`config.mk`:
```
export PLATFORM = sky130hd
export DESIGN_NAME = fetch_unit
export DESIGN_NICKNAME = d
export VERILOG_FILES = /design/src/rtl/fetch_unit.sv
export SDC_FILE = /design/constraint.sdc
export NUM_CORES = 1
export LEC_CHECK = 0
export BUFFER_PORTS_ARGS = -buffer_cell sky130_fd_sc_hd__buf_4
export CAP_MARGIN = 10
export CELL_PAD_IN_SITES_DETAIL_PLACEMENT = 1
export CELL_PAD_IN_SITES_GLOBAL_PLACEMENT = 2
export CORE_MARGIN = 2
export CORE_UTILIZATION = 26
export DETAILED_ROUTE_END_ITERATION = 8
export GPL_ROUTABILITY_DRIVEN = 0
export PLACE_DENSITY_LB_ADDON = 0.25
export SLEW_MARGIN = 30
export SYNTH_ARGS = -nofsm -noshare
export SYNTH_HDL_FRONTEND = slang
export SYNTH_SLANG_ARGS = --single-unit
```
`constraint.sdc`:
```
create_clock -name clk -period 2.8 [get_ports clk]
set_input_delay 0.56 -clock clk [delete_from_list [all_inputs] [get_ports clk]]
set_output_delay 0.56 -clock clk [all_outputs]
set_load 0.01 [all_outputs]
```
`src/rtl/fetch_unit.sv`:
```
// Instruction fetch stage: owns the PC, reads instruction memory over req/ack,
// and hands the decoder one instruction (or a NOP) with its PC and PC+4.
`ifndef INST_WIDTH
`define INST_WIDTH 32
`endif

module fetch_unit #(
  parameter logic [31:0]            RESET_PC = 32'h0000_0000,
  parameter logic [`INST_WIDTH-1:0] NOP_INST = `INST_WIDTH'h0000_0013
) (
  input  logic                   clk,
  input  logic                   rst_n,
  output logic                   o_imem_req,
  output logic [31:0]            o_imem_addr,
  input  logic                   i_imem_ack,
  input  logic [`INST_WIDTH-1:0] i_imem_rdata,
  input  logic                   i_redirect,
  input  logic [31:0]            i_redirect_pc,
  input  logic                   i_stall,
  output logic [`INST_WIDTH-1:0] o_inst,
  output logic                   o_inst_valid,
  output logic [31:0]            o_pc,
  output logic [31:0]            o_pc_plus4
);

  localparam logic [1:0] S_RESET = 2'd0;
  localparam logic [1:0] S_FETCH = 2'd1;
  localparam logic [1:0] S_VALID = 2'd2;

  logic [1:0]             state_r;
  logic [1:0]             state_nxt_s;
  logic [31:0]            pc_r;
  logic [31:0]            pc_nxt_s;
  logic [`INST_WIDTH-1:0] inst_r;
  logic [`INST_WIDTH-1:0] inst_nxt_s;
  logic                   kill_r;
  logic                   kill_nxt_s;
  logic [31:0]            pend_pc_r;
  logic [31:0]            pend_pc_nxt_s;
  logic [31:0]            redirect_pc_s;
  logic [31:0]            pc_plus4_s;

  assign redirect_pc_s = {i_redirect_pc[31:2], 2'b00};
  assign pc_plus4_s    = pc_r + 32'd4;

  // Next-state logic for the fetch FSM and its PC / kill bookkeeping.
  always_comb begin
    state_nxt_s   = state_r;
    pc_nxt_s      = pc_r;
    inst_nxt_s    = inst_r;
    kill_nxt_s    = kill_r;
    pend_pc_nxt_s = pend_pc_r;
    case (state_r)
      S_RESET: begin
        state_nxt_s = S_FETCH;
      end
      S_FETCH: begin
        if (i_imem_ack) begin
          // A redirect coinciding with the ack supersedes any earlier pending target.
          if (i_redirect) begin
            pc_nxt_s   = redirect_pc_s;
            kill_nxt_s = 1'b0;
          end else if (kill_r) begin
            pc_nxt_s   = pend_pc_r;
            kill_nxt_s = 1'b0;
          end else begin
            inst_nxt_s  = i_imem_rdata;
            state_nxt_s = S_VALID;
          end
        end else if (i_redirect) begin
          // Read at the old address is still in flight; remember where to go after it.
          kill_nxt_s    = 1'b1;
          pend_pc_nxt_s = redirect_pc_s;
        end else begin
          state_nxt_s = S_FETCH;
        end
      end
      S_VALID: begin
        if (i_redirect) begin
          pc_nxt_s    = redirect_pc_s;
          state_nxt_s = S_FETCH;
        end else if (!i_stall) begin
          pc_nxt_s    = pc_plus4_s;
          state_nxt_s = S_FETCH;
        end else begin
          state_nxt_s = S_VALID;
        end
      end
      default: begin
        state_nxt_s = S_RESET;
      end
    endcase
  end

  // State registers with synchronous active-low reset.
  always_ff @(posedge clk) begin
    if (!rst_n) begin
      state_r   <= S_RESET;
      pc_r      <= RESET_PC;
      inst_r    <= NOP_INST;
      kill_r    <= 1'b0;
      pend_pc_r <= RESET_PC;
    end else begin
      state_r   <= state_nxt_s;
      pc_r      <= pc_nxt_s;
      inst_r    <= inst_nxt_s;
      kill_r    <= kill_nxt_s;
      pend_pc_r <= pend_pc_nxt_s;
    end
  end

  // Outputs are pure decodes of registered state; rdata never reaches o_inst directly.
  assign o_imem_req   = (state_r == S_FETCH);
  assign o_imem_addr  = pc_r;
  assign o_inst_valid = (state_r == S_VALID);
  assign o_inst       = (state_r == S_VALID) ? inst_r : NOP_INST;
  assign o_pc         = pc_r;
  assign o_pc_plus4   = pc_plus4_s;

endmodule
```
==> results of run 1 <==
## kinds of logic after synthesis
kind of cell               count (synthesis)  synth area share [%]
AOI/OAI and AO/OA                        171                 19.36
xor gates and xnor gates                  27                 4.489
adders and majority gates                  1                0.2375
buffers and inverters                     96                 9.525
DFF                                       95                 36.10
muxes                                      3                0.5938
other                                      1               0.07119
and+or+nand+nor                          333                 29.62
## worst paths after layout
path                                  endpoint  slack (ps)  depth (start not counted)
setup reg to reg  o_imem_addr[25]$_SDFFE_PN0P_         640                          5
setup / recovery                o_pc_plus4[18]          80                          5
hold reg to reg        inst_r[31]$_SDFFE_PN0P_         450                          2
hold / removal          inst_r[0]$_SDFFE_PN1P_         430                          3
## cell usage after synthesis, types with 12 or more instances
cell type and instances:
nand2_1 183, clkbuf_1 49, nor2_1 25, nand4_1 13, buf_4 36, and2_1 29, o21ai_0 27, and3_1 12
a21oi_1 93, xnor2_1 18, nand3_1 26, dfxtp_1 95
## cell type report
cell class / instances / share of cell area [%]
inverters: 5 / 0.2584
flip-flops and latches: 95 / 26.32
well taps: 270 / 4.650
repair buffers: 234 / 24.18
multi-input cells: 541 / 40.34
clock buffers: 11 / 3.479
clock inverters: 5 / 0.7751
## sequential cells by signal, summed over array words and instances, names as in the netlist
name and count:
inst_r 32, kill_r 1, o_imem_addr 30, pend_pc_r 30
state_r 2
## power groups by stage
stage,registers [mW],logic (mW),clock network [mW]
after floorplan,1.48,0.260,0
after global placement,1.47,0.508,0
after detailed placement,1.48,0.520,0
after CTS,1.45,0.522,1.34
after global routing,1.46,0.567,1.39
final,1.45,0.515,1.30
## per-layer routing
metal / GRT usage (%) / share of wire (%) / vias up
met5: 0 / 0 / -
met4: 5.146 / 1.4 / 0
met3: 4.406 / 6.1 / 20
met2: 31.65 / 48 / 140
met1: 23.47 / 45 / 2742
li1: - / - / 2767
## metrics by stage
| stage | std cells | hold slack, ps | utilization, % | power (mW) | setup WS, ps |
|---|---|---|---|---|---|
| final | 1161 | 429.6 | 36.25 | 3.264 | 78.97 |
| after global routing | 1161 | 444.5 | 36.25 | 3.409 | -15.45 |
| after CTS | 1158 | 412.6 | 35.98 | 3.308 | 25.92 |
| after detailed placement | 1142 | 446.7 | 34.40 | 1.997 | 291.3 |
| after global placement | 1142 | 437.0 | 34.40 | 1.981 | 326.3 |
| after floorplan | 732 | 431.2 | - | 1.742 | 349.7 |
## what timing repair did
item | 4_1_cts | 5_1_grt
buffers inserted | 0 | 3
endpoints found under the setup margin | 4 | 15
resized for setup | 5 | 8
pin swaps | 1 | 3
## critical path: cells and delay by family, from the launching register on
kind / cells / cell delay, ps
AO/OA/AOI/OAI: 1 / 330
flip-flops: 1 / 390
AND/OR/NAND/NOR: 3 / 940
buffers and inverters: 1 / 150
==> flow_metrics.tcl, run 1 <==
set metrics [dict create \
    multiInputGateArea_um2 2930 \
    num-fill-cells 2517 \
    path_cells "nand4_1 -> or3_4 -> o31a_1 -> or2_2 -> buf_4" \
    period_share_pct 97.18 \
    slew_headroom_pct 48.06 \
    vias 5669 \
    cts_tree "built" \
    rsz0062_at_grt "yes" \
    grt_pass1_wl_um 31740 \
    run_status "finished, final reports clean" \
    skew_ps 6.665 \
    drive_gt1_share_pct 30.98 \
    antenna_left 0 \
    layout_common_cells "234 x buf_4, 182 x nand2_1, 93 x a21oi_1, 89 x dfxtp_1, 29 x and2_1" \
    dieArea_um2 21410 \
    synth_top_area_share_pct 36.10 \
    p_int_mw 2.375 \
    maxCapViolCount 0 \
    dpl_cell_area_um2 6893 \
    slew_viol_final 0 \
    diodes 0 \
    synth_edf_count 0 \
    clock_path_buffers 2 \
    wirelength_um 20390 \
    required_ps 2240 \
    final_cell_area_um2 7264 \
    hold_viol 0 \
    switching_share_pct 27.24 \
    yosys_warnings 0 \
    ys_ff_latch 95 \
    synthTopCellsByArea "dfxtp_1 36%, nand2_1 13%, a21oi_1 8.8%" \
    p_per_area_nw_per_um2 449.4 \
    comb_power_share_pct 15.8 \
    fp.dieH_um 146.3 \
    layout_commonest_cell "buf_4" \
    drc 0 \
    overflow 0 \
    clk_latency_ps 350 \
    worstSetupPathType "flip-flop to output port" \
    crit_start "o_imem_addr[13]$_SDFFE_PN0P_" \
    via_per_inst 4.883 \
    worstPathArrival_ps 2160 \
    async_flop_share_pct 0 \
    worstPathMaxFanout 6 \
    port_buffers 190 \
    p_sw_mw 0.8891 \
    min_from "i_imem_rdata[0]" \
    cts.sinks 95 \
    grt_antenna_before_repair 0 \
    grt_pass1_vias 5866 \
    worstMarginPinSlew_ps 779.2 \
    synthDistinctLibCells 52 \
    drtIter0Drc 194 \
    startpoint_type "flip-flop" \
    p_clk_share_pct 39.9 \
    core_um2 20040 \
    ir_drop_uv 283.2 \
    detail_route.first_pass.iterations 4 \
    ctsHoldBuffers 0 \
    synthesis.area_um2 5268 \
    setup_viol 0 \
    yosysSeqAreaShare_pct 36.10 \
    syn_inst 727 \
    clkSlewWorstSetupHoldPaths_ps 70 \
    pin_count 199 \
    htreeDepth 3 \
    area_growth_pct 37.91 \
    grt.total_usage_pct 18.56 \
    fp.dieW_um 146.3 \
    avgRoutedWirePerCell_um 17.56 \
    hold_path_class "primary input to flip-flop" \
    nNetsFinal 956 \
    regArea_um2 1912 \
    period_minus_slack_ps 2721 \
    fmax_mhz 367.5 \
    syn_avg_cell_area_um2 7.246 \
    crit_path_max_incr_delay_ps 450 \
    grt_max_degree 39 \
    root_buffer "clkbuf_16" \
    critical_path.slowest_cell "or3_4" \
    leakage_nw 3.018 \
    rows 52 \
    setup_tns_ps 0 \
    initial_core_util_pct 26.29 \
    cp-end-kind "output port" \
    rr_startpoint "state_r[0]$_SDFFE_PN0P_" \
    dpl.hpwl_um 14580 \
    ys_dominant_reg_cell "dfxtp_1" \
    synth_area_leader_cell "dfxtp_1" \
    pwr-share-seq_pct 44.4 \
    numCtsBuffers 9 \
]
Note: power is estimated with default switching activity, not from simulation.
==> run 2: changes to the inputs <==
Settings changed: SETUP_SLACK_MARGIN set to 0.1.
==> run 2 against run 1 <==
Net effect: critical endpoint unchanged; flip-flop and latch count stayed put; largest cell class unchanged; routed wire length increased by 0.76%; critical path depth increased by 1; non-clock buffer count rose by 10; sequential power hardly changed; cell count is 0.86% higher; via count increased by 0.78%; total power increased by 0.18%; worst hold slack hardly changed; combinational power rose by 1%; sequential share of layout area fell by 0.30 points.
==> flow_metrics.tcl, run 2 (synthesis gave the netlist of run 1 again) <==
set metrics [dict create \
    run_status "finished, final reports clean" \
    clock_path_buffers 2 \
    setup_viol 0 \
    htreeDepth 3 \
    ir_drop_uv 285.4 \
    nNetsFinal 966 \
    hold_path_class "primary input to flip-flop" \
    required_ps 2240 \
    largest_reg_flops 32 \
    dpl.hpwl_um 14580 \
    period_minus_slack_ps 2655 \
    slew_headroom_pct 47.98 \
    fp.dieH_um 146.3 \
    holdWs_ps 429.2 \
    layout_common_cells "244 x buf_4, 181 x nand2_1, 93 x a21oi_1, 87 x dfxtp_1, 29 x and2_1" \
    cp-end-kind "output port" \
    largest-register "inst_r" \
    drtIter0Drc 217 \
    hold_depth 3 \
    worstPathMaxFanout 5 \
    grt_antenna_before_repair 0 \
    p_per_area_nw_per_um2 443.2 \
    num-fill-cells 2514 \
    cts.sinks 95 \
    root_buffer "clkbuf_16" \
    clkSlewWorstSetupHoldPaths_ps 70 \
    period_share_pct 94.84 \
    drive_gt1_share_pct 32.63 \
    skew_ps 6.093 \
    port_buffers 190 \
    overflow 0 \
    pin_count 199 \
    worstPathArrival_ps 2100 \
    setup_tns_ps 0 \
    worstMarginPinSlew_ps 780.4 \
    worstSetupPathType "flip-flop to output port" \
    diodes 0 \
    via_per_inst 4.879 \
    reg2reg_depth 5 \
    grt_pass1_vias 5887 \
    grt.total_usage_pct 18.59 \
    wirelength_um 20540 \
    final_cell_area_um2 7378 \
    fp.dieW_um 146.3 \
    vias 5713 \
    layout_commonest_cell "buf_4" \
    leakage_nw 3.083 \
    clk_latency_ps 350 \
    rsz0062_at_grt "no" \
    numCtsBuffers 9 \
    initial_core_util_pct 26.29 \
    grt_max_degree 39 \
    drc 0 \
    maxCapViolCount 0 \
    area_growth_pct 40.07 \
    cts_tree "built" \
    antenna_left 0 \
    grt_pass1_wl_um 31820 \
    core_um2 20040 \
    fmax_mhz 376.6 \
    startpoint_type "flip-flop" \
    avgRoutedWirePerCell_um 17.54 \
    slew_viol_final 0 \
    dieArea_um2 21410 \
    detail_route.first_pass.iterations 4 \
    dpl_cell_area_um2 6893 \
    rows 52 \
    hold_viol 0 \
]
run 2: metrics by stage:
stage,util [%],setup WS (ps),power [mW],std cells
global placement,34.40,326.3,1.981,1142
detailed placement,34.40,291.3,1.997,1142
finish,36.82,144.6,3.270,1171
CTS,36.13,55.91,3.309,1160
floorplan,-,349.7,1.742,732
global route,36.82,75.38,3.414,1171
run 2: final timing paths:
kind	end	start	slack, ps
setup reg to reg	o_imem_addr[31]$_SDFFE_PN0P_	state_r[0]$_SDFFE_PN0P_	640
setup / recovery	o_pc_plus4[18]	o_imem_addr[2]$_SDFFE_PN0P_	140
hold / removal	inst_r[4]$_SDFFE_PN1P_	i_imem_rdata[4]	430
hold reg to reg	inst_r[31]$_SDFFE_PN0P_	inst_r[31]$_SDFFE_PN0P_	450
run 2: critical path: stages (launching register included):
cell and delay (ps):
dfxtp_2 350, ha_4 170, nand2_4 70, or3_4 420, o31a_1 260, or2_2 310, buf_4 150
run 2: where the power goes:
group | internal (mW) | switching (mW) | leakage (nW)
clock | 0.741 | 0.562 | 0.152
combinational | 0.234 | 0.286 | 2.16
sequential | 1.40 | 0.0453 | 0.776
total | 2.38 | 0.894 | 3.08
run 2: routing by layer:
layer,vias up,GRT usage [%],share of wire [%]
met2,144,31.72,48
li1,2785,-,-
met4,0,5.146,1.3
met5,-,0,0
met1,2768,23.51,44
met3,16,4.406,6.2
run 2: cell type report:
class / count / area (µm²) / area share, %
Inverter: 5 / 18.77 / 0.2544
Timing Repair Buffer: 244 / 1832 / 24.83
Clock inverter: 5 / 56.30 / 0.7631
Multi-Input combinational cell: 541 / 2962 / 40.14
Sequential cell: 95 / 1919 / 26.01
Tap cell: 270 / 337.8 / 4.579
Clock buffer: 11 / 252.7 / 3.425
run 2: what timing repair did:
action | 4_1_cts | 5_1_grt
hold buffers | 0 | 0
gates cloned | 0 | 0
resized for setup | 9 | 15
pin swaps | 3 | 9
endpoints found under the setup margin | 13 | 14
setup buffers | 2 | 11
